<file path="config.mk">
export PLATFORM = sky130hd
export DESIGN_NAME = modulo_r_counter
export DESIGN_NICKNAME = d
export VERILOG_FILES = /design/src/rtl/modulo_r_counter.sv
export SDC_FILE = /design/constraint.sdc
export NUM_CORES = 1
export LEC_CHECK = 0
export BUFFER_PORTS_ARGS = -buffer_cell sky130_fd_sc_hd__buf_2
export CORE_AREA = 2 2 39 41
export DETAILED_ROUTE_END_ITERATION = 12
export DIE_AREA = 0 0 41 43
export PLACE_DENSITY_LB_ADDON = 0.08
export SETUP_SLACK_MARGIN = 0.02
export SYNTH_ARGS = -nofsm -noshare
export SYNTH_HDL_FRONTEND = slang
export SYNTH_SLANG_ARGS = --single-unit
</file>
<file path="constraint.sdc">
create_clock -name clk -period 1.8 [get_ports clk]
set_input_delay 0.36 -clock clk [delete_from_list [all_inputs] [get_ports clk]]
set_output_delay 0.36 -clock clk [all_outputs]
set_load 0.005 [all_outputs]
</file>
<file path="src/rtl/modulo_r_counter.sv">
// rtl/modulo_r_counter.sv - modulo-R up-counter with enable and terminal-count carry
// Optional synchronous clear port built when MODR_CLEAR_EN is defined.
module modulo_r_counter #(
    parameter int R     = 10,
    parameter int WIDTH = 4
) (
    input  logic             clk,
    input  logic             reset,
`ifdef MODR_CLEAR_EN
    input  logic             clear,
`endif
    input  logic             enable,
    output logic [WIDTH-1:0] qout,
    output logic             cout
);

    localparam longint unsigned MAX_R = 64'd1 << WIDTH;
    localparam logic [WIDTH-1:0] TERM = WIDTH'(R - 1);

    if (R < 2 || longint'(R) > longint'(MAX_R)) begin : g_bad_r
        $error("modulo_r_counter: R=%0d outside 2..2**WIDTH", R);
    end

    logic             clear_w;
    logic [WIDTH-1:0] qout_q;
    logic [WIDTH-1:0] qout_d;

`ifdef MODR_CLEAR_EN
    assign clear_w = clear;
`else
    assign clear_w = 1'b0;
`endif

    // The >= test pulls any out-of-range value back to zero in one enabled cycle.
    always_comb begin
        qout_d = qout_q;
        if (clear_w) begin
            qout_d = '0;
        end else if (enable) begin
            if (qout_q >= TERM) begin
                qout_d = '0;
            end else begin
                qout_d = qout_q + WIDTH'(1);
            end
        end
    end

    always_ff @(posedge clk or negedge reset) begin
        if (!reset) begin
            qout_q <= '0;
        end else begin
            qout_q <= qout_d;
        end
    end

    assign qout = qout_q;
    assign cout = reset & enable & ~clear_w & (qout_q == TERM);

endmodule

</file>
== Yosys cells after proc, flatten, opt, wreduce, memory -nomap -nowiden ==
Cells that the tools add are included.
Storage, ports and cells
  memory bits (writable): 0
  logic and storage cells: 7
  register bits: 4
  memories: 0
  input port bits: 3
  bits in latches: 0
  memory bits (read-only): 0
  output and inout port bits: 5
Operators by class
  equal/unequal tests: 1
  bitwise logic cells: 2
  multiplexer cells: 1
  div/mod/pow operators: 0
  reductions and logical operators: 0
  add/sub/neg operators: 1
  multipliers: 0
  magnitude comparators: 1
  shifts and indexed selects: 0
Operators with widths (number)
  adder 4 x 1 -> 4 bit, second input constant: 1
  equality test 4 bit, second input constant: 1
  greater-or-equal comparator 4 bit, second input constant: 1
  two-way mux 4 bit: 1
  AND 1 bit: 2

== Logic depth before layout (Yosys ltp) ==
  word-level depth: 2
  mapped depth: 5
  mapped depth without buffers: 5

== Worst setup path before layout ==
Ideal clock, no wire load.
  kind: register to register
  from: register qout_q[0] (netlist: qout[0])
  to: register qout_q[1] (netlist: qout[1])
  path buffers: 0
  slack: 456 ps
  setup time: 78 ps
  stages on the path, launching flop included: 6
  clock period less this slack: 1344 ps
  data arrival time: 1266 ps
  data required time: 1722 ps
  cells stage by stage: dfrtp_1 > inv_1 > ha_1 > or3b_1 > a21oi_1 > o21bai_1
On the way
  word-level cells in the longest chain between the ends: 2
  elaborated cells between the ends (all ways): 3
  those cells by class: 1 x add/sub; 1 x order compare; 1 x mux
RTL lines
  start, declared: RTL line 25  | logic [WIDTH-1:0] qout_q;
  start signal, assigned: RTL line 52  | qout_q <= qout_d;
  adder 4 x 1 -> 4 bit or greater-or-equal comparator 4 bit (tied branches): RTL line 43, 40
  two-way mux 4 bit *: RTL line 40  | if (qout_q >= TERM) begin
Every way passes the cells marked *; elsewhere a longest branch is shown, timed or not.
A chain may end at the register's enable or synchronous reset.

== Final worst setup path ==
  from: input port reset
  to: output port cout
On the way
  word-level cells in the longest chain between the ends: 2
RTL lines
  start, declared: RTL line 8  | input logic reset,
  AND 1 bit (2 in a row): RTL line 57  | assign cout = reset & enable & ~clear_w & (qout_q == TERM);
  end, declared: RTL line 14  | output logic cout
Every way passes these cells.

==> results.md <==
* WP data arrival at 1340 ps
* Syn_area_per_cell at 10.5 um2
* Crit-path leading delay family: buffers and inverters
* Status: complete, no violations
* Commonest cells in the synthesized netlist: dfrtp_1, ha_1, inv_1, a31oi_1, o21ai_0
* Initial Utilization at 17.5%
* Hold Startpoint: enable
* Post-synthesis async set-or-reset flop share at 100%
* Vias in the first global route at 198
* VDD IR-drop max at 0.478 mV
* PwrDens at 1560 mW/mm2
* Critical path type: in -> out
* Area contributors post-synth: dfrtp_1, ha_1, a31oi_1, inv_1, a32o_1
* Area Growth Syn to Fin at 36.3%
* Die ar. at 0.00176 mm2
* ANT cells at 0
* DIE WIDTH at 41 um
* Met2 Use GR at 7.81%
* Hold depth at 2
* CP Buf/Inv Count at 3
* Die Ht at 43 um
* Routed Antenna Nets at 0
* Cells after synthesis at 23
* M1 GR Usage at 11.4%
* Vias per std cell at 4.24
* Fin cells at 50
* CTS Sinks at 4
* I/O pins at 8
* IO Port Bufs at 7
* Fmax at 0.588 GHz
* Worst-path clk slew at 40 ps
* Worst hold slack at 417 ps
* Crit path time final at 1700 ps
* Synthesized flop and latch total at 4
* Max clock buf depth at 2
* Post-synthesis sequential area ratio at 41.5%
* CP Launch Type: input port
* Core region area at 0.00138 mm2
* Largest net degree at the start of global routing at 9
* Min-Delay Path Class: in -> reg
* DRC violations left at 0
* H-tree levels at 1
* Final wirelength at 548 um
* Most used DFF post-synth: dfrtp_1
* RSZ-0062 raised after global routing: false
* Hold path endpoint: qout[1]
* Post-Syn Area at 241 um2
* Vias at 212
* Slew Limit Fails at 0
* Synth Warn # at 0
* Layout cells sized above 1 at 32.4%
* Final Hold Vio Count at 0
* Met3 Usage GRT at 1.57%
* Initial antenna violation count at 0
* Post-DP HPWL at 406 um
* R2r worst-path depth at 5
* Most common cell in the netlist: dfrtp_1
* Number of max-cap violations at 0
* Post-synth EDFFs at 0
* CP max stage delay at 530 ps
* Largest area contributor in the synthesized netlist: dfrtp_1
* Clk Latency, worst-skew pair at 230 ps
* Reg2reg setup slack at 360 ps
* P_leak at 0.162 nW
* Slew of the pin with the lowest slew margin at 229 ps
* Nets at 42
* Placed cells at 46
* Setup Skew at 0.732 ps
* Worst setup EP type: output pin
* Slowest cell on the critical path: dlygate4sd3_1
* Final worst path period share at 94.4%
* Synth top area share at 41.5%
* Final setup violation count at 0
* First-pass iteration count of the detailed router at 2
* Post-CTS setup buffer count at 0
* Global route hottest layer: met1
* Most common cell on crit path: buf_2
* Rel. slew slack at 84.7%
* CTS tree: yes
* Largest register FFs at 4
* Net Count, Synth at 29
* Total track usage at 7.87%
* First-pass GRT wire length at 862 um
* R2r endpoint: qout[1]
* Wire per inst at 11.0 um
* Critical path fanouts, max at 5
* Worst path cell trace: dlygate4sd3_1, buf_2, and4_1, buf_2
* DRT iter0 DRCs at 2
* Row count at 14
* Grt total ovfl at 0
* CTS buffer count at 3
* CTS root buffer: clkbuf_4
* Count of different cell masters after synthesis at 14
* CP required at 1440 ps
* RePlAce Congestion at 0.736
* Setup TNS at 0 ps
* Worst R2R Start: qout[0]
kinds of logic (layout without fill, tap and decap cells):
family,after synthesis,count (layout),synth area share [%]
AOI/OAI and AO/OA,8,8,22.3
xor gates and xnor gates,1,1,3.63
adders and majority gates,3,3,15.5
buffers and inverters,3,14,4.66
DFF,4,4,41.5
and+or+nand+nor,4,4,12.4
worst max path at each step:
stage	from	end	slack, ps	cells after the start
2_1_floorplan	qout[0]	qout[1]	460	5
3_3_place_gp	qout[0]	qout[1]	350	5
3_5_place_dp	qout[0]	qout[1]	380	5
4_1_cts	reset	cout	90	4
5_1_grt	reset	cout	50	4
6_report	reset	cout	100	4
per-stage QoR:
step | util, % | power [mW] | worst slack (ps) | instance area [um2]
after floorplan | - | 0.320 | 456 | 241
after global placement | 21.4 | 0.405 | 345 | 297
after detailed placement | 21.4 | 0.403 | 385 | 297
after CTS | 23.8 | 0.524 | 86.5 | 329
after global routing | 23.8 | 0.572 | 51.8 | 329
final | 23.8 | 0.512 | 100 | 329
report_power, final:
group	internal, mW	switching, mW
registers	0.131	0.0577
logic	0.111	0.102
clock network	0.0745	0.0355
worst reg2reg max path: cells and delay by family, from the launching register on:
family | cells | cell delay (ps)
buf+inv | 1 | 110
flops | 1 | 430
simple gates | 1 | 400
fa+ha+maj | 1 | 160
compound gates | 2 | 270
layout make-up:
| cell class | count | area, um2 |
|---|---|---|
| sequential | 4 | 100 |
| fill | 145 | 1050 |
| clock buffer | 3 | 22.5 |
| tap | 16 | 20.0 |
| timing repair buffer | 8 | 45.0 |
| inverter | 3 | 11.3 |
| multi-input combinational | 16 | 130 |
layer usage:
| layer | up-vias | wire length, um |
|---|---|---|
| met5 | - | 0 |
| met4 | 0 | 0 |
| met3 | 0 | 41 |
| met2 | 6 | 231 |
| met1 | 97 | 275 |
| li1 | 109 | - |
cell usage in the layout, fill, tap and decap left out, types with 2 or more instances in the layout:
cell      instances
buf_2             7
dfrtp_1           4
inv_1             3
ha_1              3
clkbuf_4          3
o21ai_0           2
a31oi_1           2
repair_timing:
item                                   4_1_cts  5_1_grt
gates resized for setup                      0        0
hold buffers                                 1        0
endpoints found under the hold margin        4        0
(Power assumes the default switching activity.)
